===== src/rtl/core_pkg.sv =====
// Shared types for the memory arbiter: FSM state encoding and request owner encoding.
// Latency: n/a (types only).
// Backpressure: n/a (types only).
package core_pkg;

    // Arbiter sequencing states
    typedef enum logic [1:0] {
        ST_IDLE  = 2'd0,
        ST_ISSUE = 2'd1,
        ST_WAIT  = 2'd2
    } state_e;

    // Which requester owns the in-flight memory transaction
    typedef enum logic {
        OWN_IFU = 1'b0,
        OWN_LSU = 1'b1
    } owner_e;

endpackage


===== src/rtl/mem_arb_pick.sv =====
// Two-way round-robin picker: grants whichever requester is valid, alternating on a tie.
// Latency: purely combinational, zero cycles.
// Backpressure: none; the caller decides when the pick is consumed.
module mem_arb_pick
    import core_pkg::*;
(
    input  logic   ifu_valid,
    input  logic   lsu_valid,
    input  owner_e last_grant,
    output logic   grant,
    output owner_e winner
);

    // On a tie, favour the requester that did not win last time
    always_comb begin
        grant  = ifu_valid | lsu_valid;
        winner = OWN_IFU;
        if (ifu_valid && lsu_valid) begin
            winner = (last_grant == OWN_IFU) ? OWN_LSU : OWN_IFU;
        end else if (lsu_valid) begin
            winner = OWN_LSU;
        end
    end

endmodule


===== src/rtl/mem_arb.sv =====
// Shares one memory port between IFU (read) and LSU (read/write); one transaction at a time.
// Latency: grant cycle 0, mem_req_valid cycle 1, response routed combinationally in its arrival cycle.
// Backpressure: holds the registered request in ISSUE while mem_req_ready=0; req_ready only in IDLE.
module mem_arb
    import core_pkg::*;
#(
    parameter int ADDR_W = 64,
    parameter int DATA_W = 64
) (
    input  logic                clk,
    input  logic                rst,
    input  logic                ifu_req_valid,
    output logic                ifu_req_ready,
    input  logic [ADDR_W-1:0]   ifu_addr,
    output logic                ifu_resp_valid,
    input  logic                lsu_req_valid,
    output logic                lsu_req_ready,
    input  logic [ADDR_W-1:0]   lsu_addr,
    input  logic                lsu_wen,
    input  logic [DATA_W-1:0]   lsu_wdata,
    input  logic [DATA_W/8-1:0] lsu_wmask,
    output logic                lsu_resp_valid,
    output logic [DATA_W-1:0]   resp_rdata,
    output logic                mem_req_valid,
    input  logic                mem_req_ready,
    output logic [ADDR_W-1:0]   mem_addr,
    output logic                mem_wen,
    output logic [DATA_W-1:0]   mem_wdata,
    output logic [DATA_W/8-1:0] mem_wmask,
    input  logic                mem_resp_valid,
    input  logic [DATA_W-1:0]   mem_rdata,
    output logic                busy
);

    state_e              state_q, state_d;
    owner_e              last_grant_q, last_grant_d;
    owner_e              owner_q, owner_d;
    logic [ADDR_W-1:0]   addr_q, addr_d;
    logic                wen_q, wen_d;
    logic [DATA_W-1:0]   wdata_q, wdata_d;
    logic [DATA_W/8-1:0] wmask_q, wmask_d;

    logic   pick_grant;
    owner_e pick_winner;

    mem_arb_pick u_pick (
        .ifu_valid  (ifu_req_valid),
        .lsu_valid  (lsu_req_valid),
        .last_grant (last_grant_q),
        .grant      (pick_grant),
        .winner     (pick_winner)
    );

    // Next-state, request capture and combinational ready/response routing
    always_comb begin
        state_d        = state_q;
        last_grant_d   = last_grant_q;
        owner_d        = owner_q;
        addr_d         = addr_q;
        wen_d          = wen_q;
        wdata_d        = wdata_q;
        wmask_d        = wmask_q;
        ifu_req_ready  = 1'b0;
        lsu_req_ready  = 1'b0;
        ifu_resp_valid = 1'b0;
        lsu_resp_valid = 1'b0;

        unique case (state_q)
            ST_IDLE: begin
                if (pick_grant) begin
                    last_grant_d = pick_winner;
                    owner_d      = pick_winner;
                    state_d      = ST_ISSUE;
                    if (pick_winner == OWN_LSU) begin
                        lsu_req_ready = 1'b1;
                        addr_d        = lsu_addr;
                        wen_d         = lsu_wen;
                        wdata_d       = lsu_wdata;
                        wmask_d       = lsu_wmask;
                    end else begin
                        // Fetches are always plain reads
                        ifu_req_ready = 1'b1;
                        addr_d        = ifu_addr;
                        wen_d         = 1'b0;
                        wdata_d       = '0;
                        wmask_d       = '0;
                    end
                end
            end
            ST_ISSUE: begin
                if (mem_req_ready) begin
                    state_d = ST_WAIT;
                end
            end
            ST_WAIT: begin
                if (mem_resp_valid) begin
                    ifu_resp_valid = (owner_q == OWN_IFU);
                    lsu_resp_valid = (owner_q == OWN_LSU);
                    state_d        = ST_IDLE;
                end
            end
            default: begin
                state_d = ST_IDLE;
            end
        endcase

        // A cycle with reset asserted neither accepts nor completes anything
        if (rst) begin
            ifu_req_ready  = 1'b0;
            lsu_req_ready  = 1'b0;
            ifu_resp_valid = 1'b0;
            lsu_resp_valid = 1'b0;
        end
    end

    // State and request registers with synchronous reset
    always_ff @(posedge clk) begin
        if (rst) begin
            state_q      <= ST_IDLE;
            last_grant_q <= OWN_IFU;
            owner_q      <= OWN_IFU;
            addr_q       <= '0;
            wen_q        <= 1'b0;
            wdata_q      <= '0;
            wmask_q      <= '0;
        end else begin
            state_q      <= state_d;
            last_grant_q <= last_grant_d;
            owner_q      <= owner_d;
            addr_q       <= addr_d;
            wen_q        <= wen_d;
            wdata_q      <= wdata_d;
            wmask_q      <= wmask_d;
        end
    end

    assign mem_req_valid = (state_q == ST_ISSUE);
    assign mem_addr      = addr_q;
    assign mem_wen       = wen_q;
    assign mem_wdata     = wdata_q;
    assign mem_wmask     = wmask_q;
    assign resp_rdata    = mem_rdata;
    assign busy          = (state_q != ST_IDLE);

endmodule


===== config.mk =====
export PLATFORM = sky130hd
export DESIGN_NAME = mem_arb
export DESIGN_NICKNAME = d
export VERILOG_FILES = /design/src/rtl/core_pkg.sv /design/src/rtl/mem_arb_pick.sv /design/src/rtl/mem_arb.sv
export SDC_FILE = /design/constraint.sdc
export NUM_CORES = 1
export LEC_CHECK = 0
export BUFFER_PORTS_ARGS = -buffer_cell sky130_fd_sc_hd__clkbuf_2
export CAP_MARGIN = 25
export CORE_AREA = 10 10 179 181
export CTS_BUF_LIST = sky130_fd_sc_hd__clkbuf_16
export CTS_CLUSTER_DIAMETER = 40
export DETAILED_ROUTE_END_ITERATION = 16
export DIE_AREA = 0 0 189 191
export PLACE_DENSITY_LB_ADDON = 0.12
export SLEW_MARGIN = 25
export SYNTH_ARGS = -nofsm -noshare
export SYNTH_HDL_FRONTEND = slang
export SYNTH_HIERARCHICAL = 1
export SYNTH_SLANG_ARGS = --single-unit

===== constraint.sdc =====
create_clock -name clk -period 4 [get_ports clk]
set_input_delay 0.8 -clock clk [delete_from_list [all_inputs] [get_ports clk]]
set_output_delay 0.8 -clock clk [all_outputs]
set_load 0.05 [all_outputs]

**After elaboration in Yosys (flattened, before gate mapping)**

Index checks and enable logic that the tools add are counted.
W data, S select, Z words.

- Eq/ne operators: 5
- Multiplexer cells: 25
- Bitwise gates (word level): 2
- Reduce and logical (&&, ||, !) cells: 5

Operator list:

| kind | count |
|---|---|
| $mux W64 | 2 |
| $mux W1 | 18 |
| $mux W8 | 1 |
| $mux W2 | 3 |
| $pmux W2 S3 | 1 |
| $ne A2 B2 Y1 const B | 2 |
| $reduce_and A3 Y1 | 1 |
| $eq A2 B1 Y1 const B | 1 |
| $eq A2 B2 Y1 const B | 1 |
| $logic_not A2 Y1 | 1 |
| $ne A2 B1 Y1 const B | 1 |
| $reduce_and A2 Y1 | 1 |
| $reduce_bool A2 Y1 | 1 |
| $logic_and A1 B1 Y1 | 1 |
| $not A1 Y1 | 1 |
| $or A1 B1 Y1 | 1 |

- Register bits after elaboration: 140
- Output and inout bits: 207

**Logic depth before layout (Yosys ltp)**

- Depth after elaboration: 6
- Depth in mapped cells: 6
- Depth with buffers taken out: 4

**By module**

Netlist, hierarchy kept.

Modules (own cells, without submodules):

| module | times used | cells each | area an instance (µm²) | seq. area each (µm²) |
|---|---|---|---|---|
| mem_arb | 1 | 626 | 5863.1 | 2802.7 |
| mem_arb_pick | 1 | 2 | 13.8 | 0.0 |

**Worst setup path after synthesis**

OpenSTA, ideal clock, no wires.

- Path kind: input to output
- Start point: in lsu_req_valid
- End point: out lsu_req_ready
- Arrival: 2.254 ns
- Required time: 3.200 ns
- Path slack: 0.946 ns
- Stages: 6
- Buffers on the path: 3
- Path through: a21boi_1 -> clkbuf_1 -> buf_2 -> clkbuf_1 -> inv_1 -> nor2_1

- Word-level cells in the longest chain between the ends: 6
- Elaborated cells between the ends (all ways): 8
- Classes of those cells: 6 x mux; 1 x bitwise; 1 x reduce/logical

RTL lines:

| element | RTL line | RTL |
|---|---|---|
| start, declared | mem_arb.sv:16 | `input logic lsu_req_valid,` |
| $mux W1 or $logic_and A1 B1 Y1 (tied branches) | mem_arb_pick.sv:20, mem_arb_pick.sv:18 |  |
| $mux W1 | mem_arb_pick.sv:18 | `if (ifu_valid && lsu_valid) begin` |
| $mux W1 | mem_arb.sv:74 | `if (pick_winner == OWN_LSU) begin` |
| $mux W1 * | mem_arb.sv:70 | `if (pick_grant) begin` |
| $mux W1 * | mem_arb.sv:68 | `unique case (state_q)` |
| $mux W1 * | mem_arb.sv:108 | `if (rst) begin` |
| end, declared | mem_arb.sv:17 | `output logic lsu_req_ready,` |

Mark *: on every way between the ends. The rest lies on a longest branch, timed or not.

**Worst setup path in the final report**

- Start point: in lsu_req_valid
- End point: out lsu_req_ready

- Word-level cells in the longest chain between the ends: 6
- Elaborated cells between the ends (all ways): 8
- Classes of those cells: 6 x mux; 1 x bitwise; 1 x reduce/logical

RTL lines:

| element | RTL line | RTL |
|---|---|---|
| $mux W1 or $logic_and A1 B1 Y1 (tied branches) | mem_arb_pick.sv:20, mem_arb_pick.sv:18 |  |
| $mux W1 * | mem_arb_pick.sv:18 |  |
| named net pick_winner | mem_arb.sv:44 | `owner_e pick_winner;` |
| $mux W1 * | mem_arb.sv:74 |  |
| $mux W1 * | mem_arb.sv:70 |  |
| $mux W1 * | mem_arb.sv:68 |  |
| $mux W1 * | mem_arb.sv:108 |  |

The timed path passes the listed nets; every way through them passes the cells marked *.

==> impl_metrics.py <==
metrics = {
    "run_status": {
        "outcome": "finished clean",
    },
    "clocking": {
        "clock_sinks": 140,
        "cts.path.max_buffers": 2,
        "cts_buffers": 17,
        "htreeDepth": 4,
        "clkTransAtPathRegs_ns": 0.06,
        "cts_tree": "built",
        "post_cts_buffers": 0,
        "insertion_delay_ns": 0.42,
        "post_cts_resize_count": 0,
        "cts-root-buf": "clkbuf_16",
        "ctsHoldBuffers": 0,
    },
    "finish": {
        "final_area_mm2": 0.00806,
        "finalNetCount": 1158,
        "drive_gt1_frac": 0.438,
        "area.growth.synth_to_final_pct": 37.2,
        "fin_cells": 1285,
    },
    "power_and_ir_drop": {
        "seq_power_share": 0.384,
        "internal-power_mw": 2.63,
        "leakage_nw": 3.71,
        "switching_power_mw": 1.44,
        "p_clk_frac": 0.376,
        "power_density_mw_per_mm2": 505,
        "pwr-share-comb": 0.240,
        "peakVddDrop_v": 0.000241,
        "switching_share": 0.353,
    },
    "timing": {
        "grt_setup_unrepaired": "no",
        "max_freq_mhz": 361,
        "fin_skew_ns": 0.0163,
        "fin_setup_tns_ns": 0,
        "setup_violations": 0,
        "min_period_ns": 2.77,
        "worstMarginPinSlew_ns": 0.873,
        "relSlewSlack": 0.418,
        "hold_viol_final": 0,
        "period_share": 0.692,
        "drv_slew": 0,
        "setup_slack_ns": 1.23,
        "fin_hold_ws_ns": 0.448,
    },
    "place": {
        "dp_hpwl_mm": 17.8,
        "dp_slack_ns": 1.19,
        "io_buffer_count": 349,
        "placed_area_mm2": 0.00750,
        "placedCellCount": 1252,
        "routabilityCongestion": 0.723,
    },
    "detailed_routing": {
        "wirelength_mm": 23.6,
        "ant_nets": 0,
        "top_layer_used": "met4",
        "drc": 0,
        "dr_wl_met3_mm": 2.77,
        "wl_per_cell_um": 18.4,
        "drt-initial-drc-count": 143,
        "num_vias": 5309,
        "viasPerCell": 4.13,
        "wl_met1_mm": 9.78,
        "dr.pass1.iters": 4,
        "dr_wl_met2_mm": 10.8,
    },
    "synth": {
        "synth_seq_cells": 140,
        "synth_fp_nets": 899,
        "netlist_area_mm2": 0.00588,
        "synth_warnings": 6,
        "avgSynthCellArea_um2": 9.36,
        "syn_inst": 628,
        "synth_cell_types": 22,
        "ys_seq_area_frac": 0.477,
    },
    "worst_setup_path": {
        "reg2reg_from": "owner_q",
        "crit_fanout": 12,
        "slowest_delay_ns": 0.56,
        "critPathLaunch": "lsu_req_valid",
        "critPathSlowestCell": "a21boi_4",
        "critPathTopFamily": "compound AO/OA/AOI/OAI gates",
        "critPathBufInv": 3,
        "crit_path_end_kind": "primary output",
        "worstSetupStartpointType": "primary input",
        "crit_chain": "clkbuf_2, a21boi_4, inv_1, nor2_1, clkbuf_2",
        "critPathKind": "in2out",
        "critPathRequiredTime_ns": 3.20,
        "cpMostUsedCell": "clkbuf_2",
        "cp.arrival_ns": 1.97,
    },
    "die": {
        "die_w_um": 189,
        "core-area_mm2": 0.0285,
        "start_util": 0.206,
        "die_h_um": 191,
        "ios": 478,
        "rows": 62,
        "die_area_mm2": 0.0361,
    },
    "min_path": {
        "hold_class": "reg2reg",
        "hp-start": "mem_wdata[51]",
    },
    "global_route": {
        "grt_antenna_before_repair": 1,
        "grt_pass1_vias": 5732,
        "grt_first_pass_wirelength_mm": 35.3,
        "grt_max_degree": 76,
        "overflow": 0,
        "grt_use_total": 0.125,
    },
    "flow_run": {
        "cap_violations": 0,
    },
}
==> cells in the final DEF (no fill, tap or decap) <==
cell type / Yosys / routed
inv_1: 1 / 2
mux2i_1: 64 / 64
a21oi_1: 75 / 75
nor2b_1: 1 / 1
nand2b_1: 2 / 1
clkinv_1: 0 / 1
nor3b_4: 0 / 1
or2_1: 1 / 1
clkinv_4: 0 / 5
clkinvlp_4: 0 / 1
nand2_1: 76 / 76
clkinv_2: 0 / 1
o2bb2ai_1: 64 / 64
clkbuf_2: 0 / 349
nand2b_2: 0 / 1
diode_2: 0 / 1
nor2_4: 0 / 1
buf_4: 71 / 6
clkbuf_16: 0 / 17
a22oi_1: 1 / 1
a21boi_4: 0 / 1
or2_2: 1 / 1
nand3_1: 73 / 73
nor3b_1: 1 / 1
dfxtp_1: 140 / 140
bufinv_16: 0 / 1
buf_12: 0 / 3
inv_6: 0 / 5
and3_1: 1 / 1
nor2_1: 5 / 5
or3b_2: 0 / 1
==> cells by family after synthesis <==
group           after synthesis  synth area share
mux                          64             0.109
flops                       140             0.477
compound gates              141             0.162
buf+inv                     119             0.126
simple gates                164             0.126
==> through the flow <==
stage | util | power, mW
floorplan | - | 2.43
global placement | 0.263 | 2.59
detailed placement | 0.263 | 2.59
CTS | 0.283 | 4.17
global route | 0.283 | 4.30
finish | 0.283 | 4.07
==> power groups by stage <==
stage	Combinational (mW)	Sequential, mW	Clock (mW)
after detailed placement	0.995	1.59	0
after CTS	0.995	1.56	1.61
after global routing	1.05	1.58	1.67
final	0.974	1.56	1.53
after global placement	1.00	1.59	0
after floorplan	0.471	1.96	0
==> flip-flops by register name, indices dropped and copies added (netlist names) <==
name       count
mem_wdata     64
state_q        2
owner_q        1
mem_wmask      8
mem_addr      64
mem_wen        1
==> worst paths after layout <==
kind | to | slack, ns | depth (start not counted)
setup / recovery | lsu_req_ready | 1.23 | 5
hold / removal | mem_wdata[51] | 0.45 | 2
setup reg to reg | mem_wdata[61] | 1.84 | 5
hold reg to reg | mem_wdata[51] | 0.45 | 2
==> area by class of cell <==
class	instances	area, um^2
clock buffers	17	425
fillers	3108	20400
well taps	384	480
inverters	1	3.75
diodes	1	2.50
clock inverters	15	138
repair buffers	358	1850
flip-flops and latches	140	2800
multi-input cells	369	2360
==> Yosys cell counts, drive strengths merged <==
library cell / number / area, um^2
nor3b: 2 / 20.0
a21oi: 75 / 375
o2bb2ai: 64 / 561
nand2b: 2 / 12.5
nand2: 76 / 285
dfxtp: 140 / 2800
a21boi: 1 / 7.51
clkbuf: 25 / 93.8
a22oi: 1 / 7.51
nand3: 73 / 365
inv: 1 / 3.75
or2: 2 / 12.5
or3b: 1 / 8.76
nor2: 6 / 25.0
and3: 1 / 6.26
nor2b: 1 / 6.26
buf: 93 / 643
mux2i: 64 / 641
==> worst reg2reg max path: stages (launching register included) <==
cell and delay, ns:
dfxtp_1 0.37, a21boi_4 0.56, buf_12 0.39, buf_12 0.43
nand3_1 0.16, a21oi_1 0.18
==> per-layer routing <==
layer	up-vias	GRT usage
met1	2346	0.142
met4	0	0.0342
li1	2665	-
met3	22	0.0705
met2	276	0.198
met5	-	0
(Power assumes the default switching activity.)
